$ cat src/rtl/fault_injector.sv
// ---------------------------------------------------------------------------
// fault_injector
//
// Injects a single-bit fault (bit-flip, stuck-at-0, stuck-at-1) into one of
// NREP redundant 32-bit replica words on their way to a downstream voter.
// A request is accepted in IDLE, waits `delay` cycles, applies the fault for
// `duration` cycles (0 = until `clear`), then signals completion with a
// one-cycle `done` pulse.
//
// Parameters
//   NREP        number of replicas (1..8)
//
// Ports
//   clk         clock, rising edge
//   reset       asynchronous active-high reset
//   start       injection request, accepted only in IDLE with clear low
//   mode        00 bit-flip, 01 stuck-at-0, 10 stuck-at-1, 11 none
//   target      replica index to corrupt
//   bitsel      bit index within the replica word
//   delay       cycles from accept to fault onset
//   duration    cycles the fault is held, 0 = permanent until clear
//   clear       abort a pending fault or remove an applied one
//   din         replica words, replica i at [i*32+31:i*32]
//   dout        din with the fault applied (combinational path)
//   busy        state is not IDLE
//   active      fault currently applied
//   done        one-cycle pulse when an injection completes
//   inj_bit     bit index latched at accept
//   inj_count   saturating count of faults actually applied
//
// Build option
//   FAULT_INJ_LFSR_EN  when defined, the bit index comes from a free-running
//                      16-bit Fibonacci LFSR (taps 16,14,13,11, seed ACE1)
//                      instead of bitsel.
// ---------------------------------------------------------------------------
module fault_injector #(
    parameter int unsigned NREP = 6
) (
    input  logic                clk,
    input  logic                reset,
    input  logic                start,
    input  logic [1:0]          mode,
    input  logic [2:0]          target,
    input  logic [4:0]          bitsel,
    input  logic [7:0]          delay,
    input  logic [7:0]          duration,
    input  logic                clear,
    input  logic [NREP*32-1:0]  din,
    output logic [NREP*32-1:0]  dout,
    output logic                busy,
    output logic                active,
    output logic                done,
    output logic [4:0]          inj_bit,
    output logic [7:0]          inj_count
);

    localparam logic [3:0] NREP_W = 4'(NREP);

    typedef enum logic [1:0] {
        S_IDLE,
        S_DELAY,
        S_INJECT,
        S_DONE
    } state_t;

    state_t      state_q, state_d;
    logic [1:0]  mode_q, mode_d;
    logic [2:0]  target_q, target_d;
    logic [4:0]  bit_q, bit_d;
    logic [7:0]  dur_q, dur_d;
    logic [7:0]  cnt_q, cnt_d;
    logic [7:0]  count_q, count_d;
    logic        busy_q, busy_d;
    logic        active_q, active_d;
    logic        done_q, done_d;
    logic [4:0]  bit_src;

    // A fault only counts and only corrupts when it addresses an existing
    // replica with a real fault type.
    function automatic logic fault_valid(input logic [1:0] m, input logic [2:0] t);
        return ({1'b0, t} < NREP_W) && (m != 2'b11);
    endfunction

    function automatic logic [7:0] sat_inc(input logic [7:0] v);
        return (v == 8'hFF) ? v : v + 8'd1;
    endfunction

`ifdef FAULT_INJ_LFSR_EN
    logic [15:0] lfsr_q;
    logic        lfsr_fb;
    logic        unused_bitsel;

    assign lfsr_fb       = lfsr_q[15] ^ lfsr_q[13] ^ lfsr_q[12] ^ lfsr_q[10];
    assign unused_bitsel = ^bitsel;
    assign bit_src       = lfsr_q[4:0];

    always_ff @(posedge clk or posedge reset) begin
        if (reset) begin
            lfsr_q <= 16'hACE1;
        end else begin
            lfsr_q <= {lfsr_q[14:0], lfsr_fb};
        end
    end
`else
    assign bit_src = bitsel;
`endif

    // Next-state logic. cnt_q counts down the remaining cycles of the current
    // timed phase; the phase ends on the cycle where it reads 1.
    always_comb begin
        state_d  = state_q;
        mode_d   = mode_q;
        target_d = target_q;
        bit_d    = bit_q;
        dur_d    = dur_q;
        cnt_d    = cnt_q;
        count_d  = count_q;

        case (state_q)
            S_IDLE: begin
                if (start && !clear) begin
                    mode_d   = mode;
                    target_d = target;
                    bit_d    = bit_src;
                    dur_d    = duration;
                    if (delay == 8'd0) begin
                        state_d = S_INJECT;
                        cnt_d   = duration;
                        if (fault_valid(mode, target)) begin
                            count_d = sat_inc(count_q);
                        end
                    end else begin
                        state_d = S_DELAY;
                        cnt_d   = delay;
                    end
                end
            end
            S_DELAY: begin
                if (clear) begin
                    state_d = S_IDLE;
                end else if (cnt_q == 8'd1) begin
                    state_d = S_INJECT;
                    cnt_d   = dur_q;
                    if (fault_valid(mode_q, target_q)) begin
                        count_d = sat_inc(count_q);
                    end
                end else begin
                    cnt_d = cnt_q - 8'd1;
                end
            end
            S_INJECT: begin
                if (clear || (dur_q != 8'd0 && cnt_q == 8'd1)) begin
                    state_d = S_DONE;
                end else if (dur_q != 8'd0) begin
                    cnt_d = cnt_q - 8'd1;
                end
            end
            S_DONE: begin
                state_d = S_IDLE;
            end
            default: begin
                state_d = S_IDLE;
            end
        endcase

        busy_d   = (state_d != S_IDLE);
        active_d = (state_d == S_INJECT);
        done_d   = (state_d == S_DONE);
    end

    always_ff @(posedge clk or posedge reset) begin
        if (reset) begin
            state_q  <= S_IDLE;
            mode_q   <= '0;
            target_q <= '0;
            bit_q    <= '0;
            dur_q    <= '0;
            cnt_q    <= '0;
            count_q  <= '0;
            busy_q   <= 1'b0;
            active_q <= 1'b0;
            done_q   <= 1'b0;
        end else begin
            state_q  <= state_d;
            mode_q   <= mode_d;
            target_q <= target_d;
            bit_q    <= bit_d;
            dur_q    <= dur_d;
            cnt_q    <= cnt_d;
            count_q  <= count_d;
            busy_q   <= busy_d;
            active_q <= active_d;
            done_q   <= done_d;
        end
    end

    // Zero-latency data path: only the targeted replica, only while active.
    always_comb begin
        dout = din;
        if (active_q && fault_valid(mode_q, target_q)) begin
            for (int unsigned i = 0; i < NREP; i++) begin
                if (target_q == 3'(i)) begin
                    case (mode_q)
                        2'b00:   dout[i*32 + 32'(bit_q)] = ~din[i*32 + 32'(bit_q)];
                        2'b01:   dout[i*32 + 32'(bit_q)] = 1'b0;
                        2'b10:   dout[i*32 + 32'(bit_q)] = 1'b1;
                        default: dout[i*32 + 32'(bit_q)] = din[i*32 + 32'(bit_q)];
                    endcase
                end
            end
        end
    end

    assign busy      = busy_q;
    assign active    = active_q;
    assign done      = done_q;
    assign inj_bit   = bit_q;
    assign inj_count = count_q;

endmodule

$ cat config.mk
export PLATFORM = sky130hd
export DESIGN_NAME = fault_injector
export DESIGN_NICKNAME = d
export VERILOG_FILES = /design/src/rtl/fault_injector.sv
export SDC_FILE = /design/constraint.sdc
export NUM_CORES = 1
export LEC_CHECK = 0
export ABC_AREA = 1
export BUFFER_PORTS_ARGS = -buffer_cell sky130_fd_sc_hd__buf_2
export CORE_AREA = 10 10 157 159
export CTS_BUF_LIST = sky130_fd_sc_hd__clkbuf_8
export CTS_CLUSTER_DIAMETER = 30
export DETAILED_ROUTE_END_ITERATION = 10
export DIE_AREA = 0 0 167 169
export HOLD_SLACK_MARGIN = 0.1
export MAX_ROUTING_LAYER = met4
export PLACE_DENSITY_LB_ADDON = 0.1
export SLEW_MARGIN = 20
export SYNTH_ARGS = -nofsm -noshare
export SYNTH_HDL_FRONTEND = slang
export SYNTH_SLANG_ARGS = --single-unit
export TNS_END_PERCENT = 20
$ cat constraint.sdc
create_clock -name clk -period 5.33 [get_ports clk]
set_input_delay 0.7995 -clock clk [delete_from_list [all_inputs] [get_ports clk]]
set_output_delay 0.7995 -clock clk [all_outputs]
set_load 0.05 [all_outputs]
Yosys cells after proc, flatten, opt, wreduce, memory -nomap -nowiden
Cells that the tools add are included.
{"block": "word_totals", "mem_count": 0, "elab_cells": 178, "ram_bits": 0, "register_bits": 39, "inputBits": 222, "latch_bits": 0, "mem_bits_ro": 0}
{"block": "op_classes", "reduce_logical": 24, "n_bitwise": 24, "addsub": 7, "eq_ne": 24, "n_shift": 0, "order_cmp": 14, "n_div": 0, "multipliers": 0, "muxes": 75}
{"op": "$pmux W192 S3", "count": 6}
{"op": "$bwmux W192", "count": 12}
{"op": "$mux W192", "count": 12}
{"op": "$and A192 B192 Y192", "count": 6}
{"op": "$not A192 Y192", "count": 5}
{"op": "$or A192 B192 Y192", "count": 5}
{"op": "$not A32 Y192", "count": 1}
{"op": "$or A192 B32 Y192", "count": 1}
{"op": "$mux W8", "count": 13}
{"op": "$bmux W1 S8", "count": 5}
{"op": "$demux W1 S8", "count": 5}
{"op": "$pmux W8 S3", "count": 1}
{"op": "$ne A2 B2 Y1 const B", "count": 10}
{"op": "$add A8 B5 Y9 const A", "count": 2}
{"op": "$ge A9 B1 Y1 const B", "count": 2}
{"op": "$lt A8 B9 Y1 const B", "count": 2}
{"op": "$lt A9 B9 Y1 const B", "count": 2}
{"op": "$add A7 B5 Y8 const A", "count": 2}
{"op": "$ge A8 B1 Y1 const B", "count": 2}
{"op": "$pmux W8 S2", "count": 1}
{"op": "$mux W1", "count": 12}
{"op": "$logic_and A1 B1 Y1", "count": 11}
{"op": "$eq A2 B2 Y1 const B", "count": 5}
{"op": "$mux W2", "count": 5}
{"op": "29 further kinds", "count": 40}

Logic depth before layout (Yosys ltp)
Gate-level depths: netlist (run 1).
{"block": "logic_depth", "ltp_word": 29, "depth_mapped": 16}

Worst setup path before layout (run 1)
Ideal clock, no wire load.
{"block": "synth_timing", "kind": "flip-flop to output port", "startpoint": "reg bit_q[0], in the netlist inj_bit[0]", "endpoint": "out dout[161]", "required_time_ps": 4530, "n_path_buf": 3, "arrival_ps": 2924, "path_slack_ps": 1606, "path_stages_with_launch": 10, "path_cell_list": "dfrtp_1 -> buf_4 -> inv_2 -> buf_6 -> nor2_4 -> buf_4 -> inv_1 -> nor2_2 -> nand2_1 -> o21ai_0"}
{"block": "synth_between", "elab_chain_cells": 27, "word_cells_on_any_way": 93, "classes_between": "add/sub: 5; order compare: 10; mux: 52; bitwise: 21; reduce/logical: 5"}
{"element": "from (decl)", "line": "69", "rtl": "logic [4:0] bit_q, bit_d;"}
{"element": "from (signal assigned)", "line": "187", "rtl": "bit_q <= bit_d;"}
{"element": "parallel branches: the longest is 25 deep, another holds $lt A7 B9 Y1"}
{"element": "$mux W192 (*)", "line": "202", "rtl": "if (target_q == 3'(i)) begin"}
{"element": "$mux W192 (*)", "line": "200", "rtl": "if (active_q && fault_valid(mode_q, target_q)) begin"}
{"element": "to (decl)", "line": "49", "rtl": "output logic [NREP*32-1:0] dout,"}
Mark *: on every way between the ends. The select of a mux whose other input is x is not followed.

Worst setup path after layout (run 1)
{"block": "layout_timing", "startpoint": "reg bit_q[1], in the netlist inj_bit[1]", "endpoint": "out dout[133]"}
Same word-level chain as after synthesis.

==> flow_results.org, run 1 <==
** Route
- Dividing the detail-routed via count by the number of cells gives 5.86.
- Wire per inst :: roughly 22 um
- The first TritonRoute pass finished after 6 iterations.
- Residual DRC count :: 0
- The detail route stage leaves a number of antenna-violating nets equal to 0.
- Detailed-route via count :: about 15000
- For this block, the initial DRC count from the detailed router was around 2100.
- After detailed routing, the total wire length is 56600 um.

** Worst hold path
- Count of cells along the worst hold path :: 2
- Tightest Hold Check Type :: reg -> reg
- Hold path endpoint :: cnt_q[6]
- Hold_sp :: cnt_q[6]

** Clocking
- Clock slew at reported path FFs :: approximately 80 ps
- Clock net sink count :: 39
- Clk buf depth :: 2
- Total CTS buffers :: 5
- Clock tree from TritonCTS :: built
- Number of levels in the clock H-tree :: 2
- Clock tree root driver cell :: sky130_fd_sc_hd__clkbuf_8
- Hold buffers post-CTS :: 0
- Post-CTS repair changed the size of 0 cells.
- Once the clock tree was built, the setup fixing pass inserted 0 buffers.
- Insertion delay to the later sink of the worst-skew pair :: about 300 ps

** Floorplanning
- Number of top-level pins :: 430
- Area of the core region :: about 0.022 mm2
- From left edge to right edge, the die measures ~170 um.
- Die Outline Area :: about 0.028 mm2
- Cell row count :: 54
- Die height :: 169 um
- Once the floorplan was initialized, standard cells occupied 43.9% of the core.

** Worst setup path
- Flop-to-flop setup slack :: 2640 ps
- Cell occurring most often along the worst timing path :: sky130_fd_sc_hd__nand2_1
- STA classifies the critical path endpoint as an output port.
- In this run the critical register-to-register path is captured at cnt_q[2].
- Data arrival time of the worst path :: about 3800 ps
- STA puts the critical path data required time at 4530 ps.
- CP max stage delay :: ~710 ps
- STA classifies the critical path startpoint as a register.
- Top cell family by delay on the critical path :: simple AND/OR/NAND/NOR gates
- Worst Reg2Reg Path Length in Cells :: 7
- Traced cell by cell, the critical path runs through inv_2, nor2_2, buf_4, nand2_1, nand2_1, o21ai_1, nand2_1, nor2_4, nand2_2, buf_4, nand2_1, nand3_1, nand2_1, buf_2.
- Largest fanout on the critical path :: 33
- The largest individual stage delay along the critical path comes from the cell sky130_fd_sc_hd__nor2_4.
- Reg-to-Reg Start :: state_q[0]
- CP Buf/Inv Count :: 4
- The worst setup path is of the reg -> out kind.

** Timing
- Setup violations remaining at the end of the flow were counted as 0.
- Fraction of the cycle the final worst path needs :: a little under nine tenths
- The max-slew violation count is 0.
- The smallest clock period supported by the final layout is computed as roughly 4600 ps.
- In the final timing run, aggregate negative setup slack is 0 ps.
- Fin Clk Skew :: roughly 7 ps
- The final hold violation count came to 0.
- The worst pin sits at a relative slew slack of about 25%.
- Setup repair after global routing left no endpoint under its margin.
- Based on the critical path, the design can be clocked at up to around 220 MHz.
- Worst-margin pin slew :: around 1100 ps

** Outcome
- The flow ran to the end, and the final reports show no timing, DRC or antenna violations.

** Synthesis
- Synthesized area per cell :: ~4.8 um2
- The synthesized netlist contains 31 unique library cells.
- After technology mapping, the gate count stands at slightly below 2000.
- After synthesis the cells add up to 0.00946 mm2.
- Sequential share of the synthesized area :: approximately a tenth
- During synthesis, Yosys emitted a total of 0 warnings.
- Post-Syn Nets :: 2206
- Number of synthesized register bits :: 39

** Power
- In this run the static leakage power is around 0.0065 uW.
- Highest ir drop seen on vdd :: between 0.3 and 0.4 mV
- Pwr per Cell Area :: 592 mW/mm2
- After layout, the design draws a total of between 6000 and 7000 uW.

** Global route
- Met2 Usage GRT :: roughly three fifths
- Top Usage Layer GRT :: met2
- Met3 demand-to-capacity share in global routing :: 8.50%
- Global routing consumed, over all layers together, between 30% and 40% of the routing resources.
- Maximum number of pins on one net before global-route repair :: between 60 and 70
- Global routing consumed, on the met1 layer, between 40% and 50% of the routing resources.
- Initial antenna violation count :: 6
- Via count of the first global-routing pass :: between 10000 and 15000
- Remaining global-route overflow :: 0
- The first global-routing pass estimated roughly 85000 um of wire.

** Final layout
- Cell area after layout :: between 0.01 and 0.015 mm2
- Non-filler instance count after layout :: approximately 2600
- At the end of the flow, the number of nets in the layout was roughly 2600.
- Of the cells placed in the final design, the portion with a size suffix greater than 1 is a little under a quarter.
- Multi-input logic area :: roughly 0.0075 mm2
- Leading cell type in the layout, fill and taps excluded :: sky130_fd_sc_hd__nand2_1
- Registers take about 980 um2.
- Fill cell count :: 2472
- Most frequent cells in the layout :: sky130_fd_sc_hd__nand2_1 (936), sky130_fd_sc_hd__buf_2 (429), sky130_fd_sc_hd__nand3_1 (254), sky130_fd_sc_hd__nor2_1 (192), sky130_fd_sc_hd__o21ai_0 (127)
- Area Growth Syn to Fin :: 24.0%

** Placement
- The HPWL after detailed placement is roughly 44000 um.
- Input and output buffers added on the ports amount to approximately 430.
- Final Wtd Congestion :: around 1.1
- Total instance count after detailed placement :: around 2600
- Once placement finished, the instance area stood at between 0.01 and 0.015 mm2.

** Job
- Across the run, the number of max-cap violations was 0.
## metal layers
layer / routed length (um) / share of wire, %
met5: 0 / 0
met4: 3370 / 6.0
met3: 6850 / 12
met2: 25200 / 44
met1: 21200 / 37
## metrics by stage
stage	setup slack (ps)	utilization, %	hold slack, ps
finish	741	54.4	499
detailed placement	1200	53.9	478
global placement	1230	53.9	469
global route	533	54.4	535
floorplan	1610	-	453
CTS	867	54.3	501
## worst reg2reg max path, delay by kind of cell (launching register included)
family	cells	cell delay, ps
simple gates	3	1170
buf+inv	1	90
fa+ha+maj	1	330
compound gates	2	580
flops	1	450
## final cells by class
type	count	share of cell area, %
multi-input combinational	1710	63.9
timing repair buffer	458	20.2
sequential	39	8.36
inverter	115	3.73
tap	280	2.99
clock buffer	5	0.587
clock inverter	3	0.139
antenna	6	0.128
## logic make-up (layout without fill, tap and decap cells)
group	Yosys count	after routing	share of synthesized area (%)
DFF	39	39	10.3
xor gates and xnor gates	12	12	1.11
other	0	6	0
adders and majority gates	7	7	0.926
and+or+nand+nor	1461	1461	64.7
AOI/OAI and AO/OA	230	230	12.2
buffers and inverters	228	581	10.7
## where the power goes
part           total [uW]  switching (uW)  internal (uW)
Combinational        6130            4630           1500
Clock                 204             114           89.8
Sequential            596             166            430
Total                6930            4910           2020
## cell usage after synthesis (all sizes together)
library cell / number / share of area, %
a21oi: 51 / 2.7
a31oi: 1 / 0.066
a41oi: 1 / 0.093
buf: 74 / 4.5
clkbuf: 39 / 1.5
dfrtp: 39 / 10
ha: 7 / 0.93
inv: 115 / 4.6
nand2: 940 / 37
nand3: 258 / 14
nand3b: 1 / 0.079
nand4: 19 / 1.3
nor2: 229 / 11
nor3: 13 / 1.6
nor4: 1 / 0.066
o21ai: 176 / 9.3
o22ai: 1 / 0.066
xnor2: 5 / 0.46
xor2: 7 / 0.65
## worst max path at each step
stage	slack (ps)	start	cells past startpoint	endpoint
3_5_place_dp	1200	inj_bit[1]	14	dout[133]
3_3_place_gp	1230	inj_bit[1]	14	dout[159]
5_1_grt	530	inj_bit[1]	14	dout[159]
6_report	740	inj_bit[1]	14	dout[133]
2_1_floorplan	1610	inj_bit[0]	9	dout[161]
4_1_cts	870	inj_bit[1]	14	dout[133]
## state kept, by name, summed over array words and instances (netlist names)
name       cells
active         1
busy           1
cnt_q          8
done           1
dur_q          8
inj_bit        5
inj_count      8
mode_q         2
state_q        2
target_q       3
(Power assumes the default switching activity.)
==> inputs of run 2 (changes only) <==
--- a/config.mk
+++ b/config.mk
@@ -12,6 +12,7 @@
 export CTS_CLUSTER_DIAMETER = 30
 export DETAILED_ROUTE_END_ITERATION = 10
 export DIE_AREA = 0 0 167 169
+export GPL_ROUTABILITY_DRIVEN = 1
 export HOLD_SLACK_MARGIN = 0.1
 export MAX_ROUTING_LAYER = met4
 export PLACE_DENSITY_LB_ADDON = 0.1
==> constraint.sdc (replaced) <==
create_clock -name clk -period 5.33 [get_ports clk]
set_input_delay 0.2665 -clock clk [delete_from_list [all_inputs] [get_ports clk]]
set_output_delay 0.2665 -clock clk [all_outputs]
set_load 0.05 [all_outputs]
==> run 2 against run 1 <==
Effect of this change:
- setup slack better by 360 ps
- final area hardly changed
- first-iteration DRC count is 2.1% lower
- final cell count is 0.19% lower
- die area stayed put
- critical path depth is 2 lower
- sequential cell count stayed put
- hold slack worse by 410 ps
- utilization hardly changed
- clock skew is 6.4 ps higher
- wire length is 0.80% lower
- global-route usage is 0.18 points lower
- critical path type unchanged
- largest cell class unchanged
- highest routed layer unchanged
==> flow_results.org, run 2 (synthesized netlist as in run 1, its figures left out) <==
** Worst setup path
- At the worst endpoint, the arrival time is 3960 ps.
- Startpoint types :: register
- The number of buffers and inverters on the critical path is 2.
- Crit path cell chain :: buf_4, o21ai_0, nand2_1, nand2_1, nand2_1, nand2_1, nor2_1, nand3_2, nand2_1, nand2_1, nand2_1, buf_2
- For the worst setup path, the data required time is between 5000 and 6000 ps.
- The worst setup path is captured at an output port.
- Among the stages of the critical path, the cell type that occurs most often is sky130_fd_sc_hd__nand2_1.
- In this run the worst path has a maximum fanout of between 50 and 60.
- CP max stage delay :: ~760 ps
- Flop-to-flop setup slack :: about 2700 ps
- CP max-delay cell :: sky130_fd_sc_hd__dfrtp_2
- Top cell family by delay on the critical path :: simple AND/OR/NAND/NOR gates
- Critical path start-end classification :: reg -> out

** Power
- Internal power component :: 2030 uW
- Pwr per Cell Area :: 591 mW/mm2
- Of the total power, the clock network draws under 10%.
- The completed layout was analyzed and its total power is 6930 uW.
- For this design the static power due to leakage is approximately 0.0065 uW.
- Of the total power, combinational logic draws a little under 90%.
- IR analysis of the VDD net gives a maximum drop of around 0.5 mV.
- Reported net switching power :: between 4000 and 5000 uW
- Sequential cells account for roughly 8.7% of the total power.
- Sw Ratio :: approximately 70%

** Timing
- The worst path needs 4230 ps of the cycle, external delays included.
- Final worst setup slack :: 1100 ps
- The max-slew violation count came to 0.
- Hold violation count in the final report :: 0
- Post-route setup TNS :: 0 ps
- Across the routed clock network, the largest skew measured is between 10 and 15 ps.
- Worst slew margin :: between 30% and 40%
- Setup repair after global routing missed its margin :: no
- Setup violations remaining at the end of the flow were counted as 0.
- The final critical path takes up 79.3% of the cycle.
- Max Clock Freq :: about 240 MHz
- At the pin with the least slew margin, the transition time is roughly 990 ps.

** Clocking
- Total CTS buffers :: 5
- Buffers added to address setup during post-CTS repair amount to 0.
- TritonCTS built the clock tree.
- Clk buf depth :: 2
- Clock slew at reported path FFs :: approximately 80 ps
- Number of levels in the clock H-tree :: 2
- Hold buffers post-CTS :: 0
- Clock net sink count :: 39
- Insertion delay to the later sink of the worst-skew pair :: approximately 300 ps
- Once the clock tree was built, the resizer swapped 0 gates to a different size.
- The root buffer cell chosen for the clock tree is sky130_fd_sc_hd__clkbuf_8.

** Placement
- Worst Setup Slack post-DPL :: between 1500 and 2000 ps
- Half-perimeter wire length after placement :: ~44000 um
- The placed instances occupy a cell area of about 0.012 mm2.
- Routability-driven placement finished with a final weighted congestion of roughly 1.0.
- Number of I/O port buffers :: around 430

** Job
- Across the run, the number of max-cap violations was 0.

** Final layout
- Fill cell count :: ~2400
- Area Growth Syn to Fin :: 24.0%
- Cell area after layout :: 0.0117 mm2
- Number of nets at the end of the flow :: roughly 2600
- Leading cell type in the layout, fill and taps excluded :: sky130_fd_sc_hd__nand2_1
- In the layout the commonest cells are sky130_fd_sc_hd__nand2_1 (935), sky130_fd_sc_hd__buf_2 (429), sky130_fd_sc_hd__nand3_1 (254), sky130_fd_sc_hd__nor2_1 (192), sky130_fd_sc_hd__o21ai_0 (127).
- Cells with a size suffix above 1 make up around a quarter of the layout.

** Global route
- Initial antenna violation count :: 3
- Maximum number of pins on one net before global-route repair :: between 60 and 70
- For this run, the total global-route usage over all layers was measured as a little under two fifths.
- Remaining global-route overflow :: 0
- First-pass GRT wire length :: roughly 85000 um
- Via count of the first global-routing pass :: ~15000

** Floorplanning
- The floorplan step defined a die boundary enclosing ~0.028 mm2.
- Area of the core region :: ~0.022 mm2
- The floorplan has 54 rows.
- During I/O placement, the number of pins put on the boundary was 430.
- The initial utilization of the core area, before any placement, comes to 43.9%.
- The die is 167 um wide.
- From bottom edge to top edge, the die measures between 150 and 200 um.

** Route
- Detailed-route wire length :: 56100 um
- The first detailed-routing pass ran for 9 iterations.
- In the routed design, unresolved DRC markers number 0.
- Wire per inst :: around 21 um
- The detailed router finished its first iteration with 2098 violations.
- Number of routed nets with antenna violations :: 0
- Detailed-route via count :: between 15000 and 20000
- In the routed layout, each cell is associated on average with a via count of around 6.

** Outcome
- Status :: finished clean

** Worst hold path
- Tightest Hold Check Type :: in -> async
-- run 2: cell count changes in the layout (fill, tap and decap cells not counted), sizes merged --
| cell | delta |
|---|---|
| clkinv | -1 |
| buf | -2 |
| bufinv | +1 |
| diode | -3 |
-- run 2: stage by stage --
stage               std cells  hold WS [ps]  utilization [%]
floorplan                1977           425                -
global placement         2600           420             53.8
detailed placement       2600           428             53.8
CTS                      2608           103             54.3
global route             2611           142             54.4
finish                   2611          85.9             54.4
-- run 2: worst register-to-register path, cell delays in order (launching register included) --
cell                      delay [ps]
sky130_fd_sc_hd__dfrtp_1         440
sky130_fd_sc_hd__inv_1            90
sky130_fd_sc_hd__ha_1            330
sky130_fd_sc_hd__a21oi_1         290
sky130_fd_sc_hd__nor2_1          100
sky130_fd_sc_hd__nor3_1          620
sky130_fd_sc_hd__nand2_1         410
sky130_fd_sc_hd__nand2_1         140
sky130_fd_sc_hd__o21ai_0         100
-- run 2: path summary, 6_finish.rpt --
kind,startpoint,end,cells past startpoint
max,inj_bit[0],dout[7],12
min,reset,cnt_q[5],3
max reg2reg,state_q[0],cnt_q[6],8
min reg2reg,cnt_q[1],cnt_q[1],2
max in group asynchronous,reset,inj_bit[1],3
min in group clk,bitsel[2],inj_bit[2],3
-- run 2: layer usage --
| metal | share of wire (%) | vias up | track usage [%] |
|---|---|---|---|
| li1 | - | 7002 | - |
| met4 | 5.6 | 0 | 18.6 |
| met5 | 0 | - | - |
| met3 | 11 | 266 | 7.16 |
| met1 | 38 | 6772 | 45.8 |
| met2 | 45 | 1174 | 60.3 |
-- run 2: power by group through the flow --
stage	Sequential [uW]	Clock (uW)	Combinational, uW
floorplan	698	0	4280
global placement	602	0	5820
detailed placement	603	0	5850
CTS	599	253	5870
global route	625	266	6530
finish	605	252	6080
-- run 2: area by class of cell --
cell class	count	area, um2	share of cell area, %
multi-input cells	1710	7490	63.9
repair buffers	456	2350	20.0
flip-flops and latches	39	980	8.36
inverters	115	437	3.72
well taps	280	350	2.99
clock buffers	5	68.8	0.587
clock inverters	3	41.3	0.352
diodes	3	7.51	0.0640
